**src/rtl/avalon_copy_pkg.sv**
```systemverilog
// Shared types and constants for the Avalon-MM block-copy host.
package avalon_copy_pkg;

   localparam int DATA_W = 32;
   localparam int BE_W   = DATA_W / 8;

   localparam logic [BE_W-1:0] BE_ALL = 4'hF;

   typedef enum logic [2:0] {
      IDLE,
      RD_REQ,
      RD_WAIT,
      WR_REQ,
      FINISH
   } copy_state_t;

endpackage

```
**src/rtl/avalon_copy_host.sv**
```systemverilog
// Avalon-MM host that copies len words from src to dst, one read then one write per word.
// Optional running sum of the copied words is built when AVALON_COPY_CHECKSUM_EN is defined.
module avalon_copy_host
   import avalon_copy_pkg::*;
#(
   parameter int ADDR_W = 8,
   parameter int LEN_W  = 9
) (
   input  logic              clk,
   input  logic              reset_n,
   input  logic              start,
   input  logic [ADDR_W-1:0] src_addr,
   input  logic [ADDR_W-1:0] dst_addr,
   input  logic [LEN_W-1:0]  len,
   output logic              busy,
   output logic              done,
   output logic [ADDR_W-1:0] avm_address,
   output logic              avm_read,
   output logic              avm_write,
   output logic [DATA_W-1:0] avm_writedata,
   output logic [BE_W-1:0]   avm_byteenable,
   input  logic [DATA_W-1:0] avm_readdata,
   input  logic              avm_readdatavalid,
   input  logic              avm_waitrequest
`ifdef AVALON_COPY_CHECKSUM_EN
   ,
   output logic [DATA_W-1:0] checksum
`endif
);

   copy_state_t       r_state;
   logic              r_busy;
   logic              r_done;
   logic              r_read;
   logic              r_write;
   logic [ADDR_W-1:0] r_address;
   logic [BE_W-1:0]   r_byteenable;
   logic [DATA_W-1:0] r_data;
   logic [ADDR_W-1:0] r_src;
   logic [ADDR_W-1:0] r_dst;
   logic [LEN_W-1:0]  r_len;
   logic [LEN_W-1:0]  r_count;
`ifdef AVALON_COPY_CHECKSUM_EN
   logic [DATA_W-1:0] r_checksum;
`endif

   // Word offsets truncate to the address width, so ranges wrap past the top.
   logic [ADDR_W-1:0] w_count_off;
   logic [ADDR_W-1:0] w_next_off;
   logic              w_last;

   assign w_count_off = ADDR_W'(r_count);
   assign w_next_off  = ADDR_W'(r_count + LEN_W'(1));
   assign w_last      = (r_count == r_len - LEN_W'(1));

   // NOTE: all state and outputs update with <= so every register sees pre-edge values.
   always_ff @(posedge clk or negedge reset_n) begin
      if (!reset_n) begin
         r_state      <= IDLE;
         r_busy       <= 1'b0;
         r_done       <= 1'b0;
         r_read       <= 1'b0;
         r_write      <= 1'b0;
         r_address    <= '0;
         r_byteenable <= '0;
         r_data       <= '0;
         r_src        <= '0;
         r_dst        <= '0;
         r_len        <= '0;
         r_count      <= '0;
`ifdef AVALON_COPY_CHECKSUM_EN
         r_checksum   <= '0;
`endif
      end else begin
         r_done <= 1'b0;
         case (r_state)
            IDLE: begin
               if (start) begin
                  r_busy  <= 1'b1;
                  r_src   <= src_addr;
                  r_dst   <= dst_addr;
                  r_len   <= len;
                  r_count <= '0;
`ifdef AVALON_COPY_CHECKSUM_EN
                  r_checksum <= '0;
`endif
                  if (len != '0) begin
                     r_read    <= 1'b1;
                     r_address <= src_addr;
                     r_state   <= RD_REQ;
                  end else begin
                     r_state <= FINISH;
                  end
               end
            end
            RD_REQ: begin
               if (!avm_waitrequest) begin
                  r_read  <= 1'b0;
                  r_state <= RD_WAIT;
               end
            end
            RD_WAIT: begin
               if (avm_readdatavalid) begin
                  r_data       <= avm_readdata;
                  r_write      <= 1'b1;
                  r_byteenable <= BE_ALL;
                  r_address    <= r_dst + w_count_off;
                  r_state      <= WR_REQ;
`ifdef AVALON_COPY_CHECKSUM_EN
                  r_checksum   <= r_checksum + avm_readdata;
`endif
               end
            end
            WR_REQ: begin
               if (!avm_waitrequest) begin
                  r_write      <= 1'b0;
                  r_byteenable <= '0;
                  if (w_last) begin
                     r_state <= FINISH;
                  end else begin
                     r_count   <= r_count + LEN_W'(1);
                     r_read    <= 1'b1;
                     r_address <= r_src + w_next_off;
                     r_state   <= RD_REQ;
                  end
               end
            end
            FINISH: begin
               r_done  <= 1'b1;
               r_busy  <= 1'b0;
               r_state <= IDLE;
            end
            default: r_state <= IDLE;
         endcase
      end
   end

   assign busy           = r_busy;
   assign done           = r_done;
   assign avm_address    = r_address;
   assign avm_read       = r_read;
   assign avm_write      = r_write;
   assign avm_writedata  = r_data;
   assign avm_byteenable = r_byteenable;
`ifdef AVALON_COPY_CHECKSUM_EN
   assign checksum       = r_checksum;
`endif

endmodule

```
**config.mk**
```make
export PLATFORM = sky130hd
export DESIGN_NAME = avalon_copy_host
export DESIGN_NICKNAME = d
export VERILOG_FILES = /design/src/rtl/avalon_copy_pkg.sv /design/src/rtl/avalon_copy_host.sv
export SDC_FILE = /design/constraint.sdc
export NUM_CORES = 1
export LEC_CHECK = 0
export ABC_AREA = 1
export BUFFER_PORTS_ARGS = -buffer_cell sky130_fd_sc_hd__buf_4
export CAP_MARGIN = 15
export CELL_PAD_IN_SITES_DETAIL_PLACEMENT = 0
export CELL_PAD_IN_SITES_GLOBAL_PLACEMENT = 1
export CORE_UTILIZATION = 36
export DETAILED_ROUTE_END_ITERATION = 10
export PLACE_DENSITY_LB_ADDON = 0.1
export SLEW_MARGIN = 20
export SYNTH_ARGS = -nofsm -noshare
export SYNTH_HDL_FRONTEND = slang
export SYNTH_SLANG_ARGS = --single-unit
export TNS_END_PERCENT = 5
```
**constraint.sdc**
```tcl
create_clock -name clk -period 2.2 [get_ports clk]
set_input_delay 0.11 -clock clk [delete_from_list [all_inputs] [get_ports clk]]
set_output_delay 0.11 -clock clk [all_outputs]
set_load 0.05 [all_outputs]
```
==> summary.md, run 1 <==
| Metric | Value |
|---|---|
| Reg-to-reg critical path startpoint | r_count[1] |
| TritonCTS clock tree | built |
| Critical path required time | between 2000 and 2500 ps |
| Nets | 781 |
| Slew headroom | 0.6467 |
| Cell Rows | 40 |
| Via count of the first global-routing pass | between 4000 and 5000 |
| Worst IR Drop VDD | approximately 1100 uV |
| Avg Cell Area, Syn | approximately 8.7 sq um |
| PnR worst setup slack | a little under 1 ps |
| Critical Path Stages | 13 |
| Number of max-cap violations | 0 |
| Vias | 4154 |
| CP Data Arrival Time | about 2500 ps |
| Final Hold Viols | 0 |
| CTS sink count | between 80 and 90 |
| Startpoint class of the critical path | flip-flop |
| DP Wirelength | 9136 um |
| Yosys warnings | 0 |
| Antenna violations before repair | 0 |
| CP cell instances | ha_4, buf_4, xor2_1, ha_1, nand3_1, nand3_2, a21oi_2, inv_1, nand2_1, nand3_1, nand2_1, nand4_1, nand2_1 |
| CP endpoint kind | flip-flop |
| Initial Util | 0.3734 |
| Wire per inst | approximately 14 um |
| Crit path time final | between 2000 and 2500 ps |
| Crit share post-route | 0.9995 |
| Overflow after GRT | 0 |
| Clock Tree Root | clkbuf_16 |
| Proportion of layout cells with a drive suffix above 1 | 0.3206 |
| Post-Syn Instances | between 500 and 600 |
| Finished Core Util | 0.5448 |
| Routed WL | roughly 13000 um |
| Syn_nets | 603 |
| Worst Path Buf+Inv | 2 |
| Final GP Congestion | 0.9113 |
| Initial detailed-routing violation count | ~170 |
| WHS | 18.09 ps |
| CP Class | flip-flop to flip-flop |
| Largest net degree at the start of global routing | 47 |
| Cell family with most CP delay | simple AND/OR/NAND/NOR gates |
| I/O Pins | 110 |
| Max Fclk | about 450 MHz |
| Post-synthesis register bit count | 81 |
| Layout Cells excl Fill | 873 |
| Post-Synthesis Cell Area | 4541 sq um |
| Power Density | ~1400 nW/um^2 |
| R2r endpoint | avm_address[7] |
| CP dominant cell by count | nand2_1 |
| Total leakage power | 3.274 nW |
| Final setup viols | 0 |
| Total core area | 12160 sq um |
| Hold_sp | src_addr[2] |
| First-pass GRT wire length | roughly 21000 um |
| Netlist cell types | 36 |
| Clk Latency, worst-skew pair | 340 ps |
| GR Util All Layers | 0.2089 |
| Crit Path Max Fanout | 5 |
| CTS buffer count | 9 |
| Worst-margin pin slew | between 500 and 600 ps |
| Critical-path top delay cell | dfrtp_1 |
| Reg2reg path depth | 13 |
| Port bufs | around 110 |
| Max incr delay on CP | ~430 ps |
| Clk pin slew, worst setup/hold paths | about 60 ps |
| Layout Skew | approximately 8.2 ps |
| Area grow syn2layout | 45.91% |
| Crit path launch | r_count[1] |
| Setup tns final | 0 ps |
| Hold/Removal Path Class | input pin to flip-flop |
| Status | completed |
| Vias per cell | 4.758 |
| H-tree depth | 3 |
| Die area | about 13000 sq um |
| Die W | about 110 um |
| Clock buffer depth | 2 |
| Drc violations | 0 |
| Unrepaired setup endpoints after global routing | true |
| Placement Setup Slack | -69.30 ps |
| Pre-Repair DR Iteration Count | 4 |
| ANT nets after route | 0 |
| R2r setup slk | 1 ps |
| Seq/Total Area, Yosys | 0.4464 |
| Number of diodes | 0 |
| Die H | roughly 110 um |
| Dpl cells | between 800 and 900 |
| Worst setup endpoint | avm_address[7] |
| Final Max Slew Viols | 0 |
==> where the power goes <==
part           internal, mW  total [mW]  leakage [nW]  switching (mW)
clock                 0.937        1.56         0.148           0.621
combinational          1.89        5.25          2.15            3.36
sequential             2.15        2.61         0.979           0.463
==> cell type report <==
class / instances / area (sq um)
Clock buffer: 11 / 252.7
Tap cell: 168 / 210.2
Sequential cell: 81 / 2027
Inverter: 64 / 240.2
Clock inverter: 4 / 51.30
Multi-Input combinational cell: 361 / 2341
Fill cell: 1140 / 5537
Timing Repair Buffer: 184 / 1503
==> worst min-delay path by stage <==
stage,to,slack (ps),cells after the start
after global placement,r_len[7],120,1
final,r_src[2],20,2
after global routing,r_src[6],20,2
after CTS,r_src[2],7,2
after floorplan,avm_address[0],-190,0
after detailed placement,r_len[3],130,1
==> cell families after synthesis <==
family / after synthesis / share of synthesized area
DFF: 81 / 0.4464
buffers and inverters: 81 / 0.07468
muxes: 45 / 0.1116
adders and majority gates: 18 / 0.05291
and+or+nand+nor: 234 / 0.2306
xor gates and xnor gates: 11 / 0.02122
AOI/OAI and AO/OA: 53 / 0.06256
==> worst register-to-register path, stage by stage (launching register included) <==
cell and delay (ps):
dfrtp_1 430, ha_4 200, buf_4 130, xor2_1 150, ha_1 390, nand3_1 140, nand3_2 130, a21oi_2 170
inv_1 50, nand2_1 50, nand3_1 70, nand2_1 70, nand4_1 70, nand2_1 90
==> synthesized netlist by cell type (all sizes together) <==
library cell,number,area share
nand2,138,0.12
dfrtp,81,0.45
inv,64,0.053
mux2,45,0.11
nand3,40,0.046
nor2,31,0.033
o21ai,27,0.030
nand4,19,0.026
a21oi,18,0.020
ha,16,0.044
buf,15,0.020
xor2,6,0.012
xnor2,5,0.0096
clkbuf,2,0.0017
fa,2,0.0088
nor3,2,0.0022
nor4,2,0.0028
o211ai,2,0.0033
a21boi,1,0.0017
a22oi,1,0.0017
a31oi,1,0.0014
nand3b,1,0.0017
o21a,1,0.0017
o221ai,1,0.0019
o22ai,1,0.0014
or2,1,0.0014
==> layer usage <==
metal	GRT usage	vias to the layer above	routed length, um
met5	0	-	0
met1	0.2658	1953	5812
met4	0.09091	0	282
met2	0.3442	94	5941
met3	0.04288	18	526
li1	-	2089	-
==> per-stage QoR <==
stage                     cell area (sq um)  total power [mW]
after floorplan                        4541             6.131
after global placement                 5708             7.585
after detailed placement               5708             7.641
after CTS                              6471             9.349
after global routing                   6625             10.09
final                                  6625             9.422
==> state kept, by name (all words and copies together) (netlist names) <==
name / cells
avm_writedata: 32
r_count: 9
r_len: 9
avm_address: 8
r_dst: 8
r_src: 8
r_state: 3
avm_byteenable: 1
avm_read: 1
busy: 1
done: 1
==> what timing repair did <==
action | in CTS | in global routing
gates resized for setup | 4 | 35
cloned | 0 | 0
hold buffers | 42 | 0
pin swaps | 1 | 16
setup buffers | 1 | 2
endpoints found under the hold margin | 76 | 0
endpoints found under the setup margin | 1 | 20
==> cell usage in the layout (no fill, tap or decap), types with 5 or more instances in the layout <==
cell type and count:
buf_4 140, nand4_1 19, ha_4 5, clkbuf_16 9, nor2_1 21, xnor2_1 5, dlygate4sd3_1 42, nand3_1 35
nor2_2 6, ha_1 10, inv_2 14, mux2_1 28, a21oi_1 15, dfrtp_1 81, inv_1 50, o21ai_1 19
xor2_1 6, o21ai_0 8, nand2_1 127, mux2_2 17, nand2_2 9
(Power assumes the default switching activity.)
==> run 2: changes to the inputs <==
--- a/config.mk
+++ b/config.mk
@@ -5,12 +5,10 @@
 export SDC_FILE = /design/constraint.sdc
 export NUM_CORES = 1
 export LEC_CHECK = 0
-export ABC_AREA = 1
 export BUFFER_PORTS_ARGS = -buffer_cell sky130_fd_sc_hd__buf_4
-export CAP_MARGIN = 15
 export CELL_PAD_IN_SITES_DETAIL_PLACEMENT = 0
 export CELL_PAD_IN_SITES_GLOBAL_PLACEMENT = 1
-export CORE_UTILIZATION = 36
+export CORE_UTILIZATION = 37
 export DETAILED_ROUTE_END_ITERATION = 10
 export PLACE_DENSITY_LB_ADDON = 0.1
 export SLEW_MARGIN = 20
==> summary.md, run 2 <==
| Metric | Value |
|---|---|
| Async SR Flop Fraction | 1.000 (unchanged) |
| CP endpoint kind | flip-flop |
| PnR worst setup slack | -164.5 ps (-165.5 ps) |
| Vias per cell | 4.942 (+3.9%) |
| WHS | 13.63 ps (-4.458 ps) |
| Post-synthesis register bit count | 81 (unchanged) |
| Power Density | 1609 nW/um^2 (+13%) |
| Clock buffer depth | 2 (unchanged) |
| Largest net degree at the start of global routing | 51 (+8.5%) |
| CTS sink count | 81 (unchanged) |
| Max incr delay on CP | 450 ps (+20 ps) |
| Layout Cells excl Fill | 738 (-15%) |
| Post-synth top cells | dfrtp_1 (81), mux2_2 (53), nand2_1 (32) |
| Total leakage power | 3.018 nW (-7.8%) |
| Proportion of layout cells with a drive suffix above 1 | 0.4454 (+0.1248) |
| Unrepaired setup endpoints after global routing | true |
| Antenna violations before repair | 0 (unchanged) |
| Wire per inst | 15.24 um (+5.9%) |
| CP Class | flip-flop to flip-flop |
| Most common cell after layout, fill and taps aside | buf_4 |
| Die W | 110.9 um (-3.0%) |
| Final Max Slew Viols | 0 (unchanged) |
| Final Hold Viols | 0 (unchanged) |
| Final GP Congestion | 0.7794 (-14%) |
| Clk Latency, worst-skew pair | 340 ps (about the same) |
| Initial Util | 0.3823 (+0.008970) |
| Commonest non-fill, non-tap cells in the layout | buf_4 (152), dfrtp_1 (79), mux2_2 (53) |
| Post-Synthesis Cell Area | 4384 sq um (-3.4%) |
| Clock Tree Root | clkbuf_16 |
| Reg2reg path depth | 11 (-2) |
| CP Data Arrival Time | 2580 ps (+100 ps) |
| Die H | 110.9 um (-3.0%) |
| Count leader, synth | dfrtp_1 |
| Crit Path Max Fanout | 6 (+1) |
| Dpl cells | 678 (-17%) |
| Cell Rows | 39 (-2.5%) |
| Clk pin slew, worst setup/hold paths | 60 ps (about the same) |
| Number of max-cap violations | 0 (unchanged) |
| TritonCTS clock tree | built |
| DP Wirelength | 8067 um (-12%) |
| Seq/Total Area, Yosys | 0.4623 (+0.01592) |
| Critical path required time | 2420 ps (-60 ps) |
| CTS buffer count | 9 (unchanged) |
| Netlist cell types | 54 (+50%) |
| Finished Core Util | 0.5747 (+0.02993) |
| Pre-Repair DR Iteration Count | 5 (+1) |
| Hold/Removal Path Class | input pin to flip-flop |
| Startpoint class of the critical path | flip-flop |
| EDFF count, synth | 0 (unchanged) |
| ANT nets after route | 0 (unchanged) |
| Max reg flops | 32 (unchanged) |
| Critical-path top delay cell | dfrtp_2 |
| Port bufs | 109 (unchanged) |
| Overflow after GRT | 0 (unchanged) |
| Avg Cell Area, Syn | 10.85 sq um (+25%) |
| Crit share post-route | 1.075 (+0.07523) |
| Nets | 670 (-14%) |
| Number of diodes | 0 (unchanged) |
| Via count of the first global-routing pass | 3888 (-9.5%) |
| Reg-to-reg critical path startpoint | r_count[1] |
| Top_reg_cell synth | dfrtp_1 |
| I/O Pins | 110 (unchanged) |
| Worst IR Drop VDD | 1077 uV (-0.43%) |
| Die area | 12290 sq um (-5.9%) |
| Yosys warnings | 0 (unchanged) |
| Vias | 3647 (-12%) |
| CP dominant cell by count | ha_4 |
| Crit path launch | r_count[1] |
| Drc violations | 0 (unchanged) |
| Top-area cell type share of the netlist area | 0.4623 (+0.01592) |
| Area grow syn2layout | 50.31% |
| Layout Skew | 6.697 ps (-1.504 ps) |
| Area leader, netlist | dfrtp_1 |
| Failing checks | negative setup slack |
| Routed WL | 11240 um (-10%) |
| Slew headroom | 0.5402 (-0.1065) |
| Syn_nets | 484 (-20%) |
| Initial detailed-routing violation count | 155 (-6.6%) |
| Hold Path Stages | 3 (+1) |
| GR Util All Layers | 0.1953 (-0.01357) |
| Worst-margin pin slew | 689.7 ps (+159.7 ps) |
| Max Fclk | 422.9 MHz (-7.0%) |
| H-tree depth | 3 (unchanged) |
| First-pass GRT wire length | 19090 um (-8.4%) |
| Total core area | 11470 sq um (-5.7%) |
| Synth top area cells | dfrtp_1 (46%), mux2_2 (14%), ha_1 (4.6%), xnor2_1 (3.2%), nand2_1 (2.7%) |
| Final setup viols | 13 (+13) |
| CP cell instances | ha_4, nand2b_4, nand2_4, ha_4, o21ai_2, nor2_1, or4_1, a31oi_2, xnor2_1, o21ai_1, o31a_1 |
| Post-Syn Instances | 404 (-23%) |
| Crit path time final | 2365 ps (+165.5 ps) |
| Hold_sp | len[5] |
| Status | finished with violations |
run 2: changes by cell type after synthesis, sizes merged, moves of 8 or more:
cell	previous run	this run
clkbuf	2	11
nand4	19	0
mux2	45	53
nand3	40	5
nand2	138	32
inv	64	11
xnor2	5	16
run 2: worst max-delay path: cells and delay by family (launching register included):
family                   cells  cell delay (ps)
flip-flops                   1              450
XOR/XNOR                     1              140
adder cells (fa/ha/maj)      2              390
AO/OA/AOI/OAI                4              560
AND/OR/NAND/NOR              4              710
run 2: final cells by class:
class	count	area, sq um
Clock buffer	10	239.0
Timing Repair Buffer	199	1643
Clock inverter	6	90.09
Tap cell	143	178.9
Fill cell	1007	4877
Multi-Input combinational cell	288	2369
Sequential cell	81	2029
Inverter	11	41.29
run 2: repair_timing:
action	4_1_cts	5_1_grt
endpoints found under the hold margin	91	0
endpoints found under the setup margin	20	20
buffers inserted	1	0
pin swaps	12	4
hold buffers	43	0
resized for setup	17	11
run 2: kinds of logic after synthesis:
| group | count (synthesis) | synth area share |
|---|---|---|
| DFF | 81 | 0.4623 |
| AOI/OAI and AO/OA | 83 | 0.1304 |
| and+or+nand+nor | 110 | 0.1293 |
| muxes | 54 | 0.1384 |
| adders and majority gates | 18 | 0.05479 |
| xor gates and xnor gates | 23 | 0.04595 |
| buffers and inverters | 35 | 0.03881 |
run 2: final timing paths:
path / to / slack [ps]
max: avm_address[7] / -160
min: r_len[5] / 10
max reg2reg: avm_address[7] / -160
min reg2reg: avm_address[0] / 490
max in group asynchronous: r_count[0] / 1250
min in group asynchronous: r_count[3] / 350
run 2: metal layers:
metal,global-route usage,up-vias,part of all wire
met5,0,-,0
met4,0.07733,0,0.015
met3,0.04757,13,0.057
met2,0.3106,96,0.47
met1,0.2557,1738,0.46
li1,-,1800,-
run 2: report_power, final:
part | internal (mW) | total (mW) | leakage (nW) | switching [mW]
clock | 1.03 | 1.65 | 0.159 | 0.622
sequential | 2.17 | 2.74 | 0.978 | 0.563
combinational | 2.68 | 6.22 | 1.88 | 3.54
total | 5.88 | 10.6 | 3.02 | 4.72
run 2: through the flow:
| stage | cell area, sq um | power, mW | setup TNS, ps | worst slack, ps |
|---|---|---|---|---|
| CTS | 6531 | 10.61 | -745.3 | -154.9 |
| floorplan | 4443 | 6.750 | -593.2 | -137.2 |
| global route | 6590 | 11.30 | -2711 | -285.8 |
| finish | 6590 | 10.60 | -635.1 | -164.5 |
| detailed placement | 5690 | 8.682 | -2420 | -200.2 |
| global placement | 5690 | 8.613 | -1142 | -175.0 |
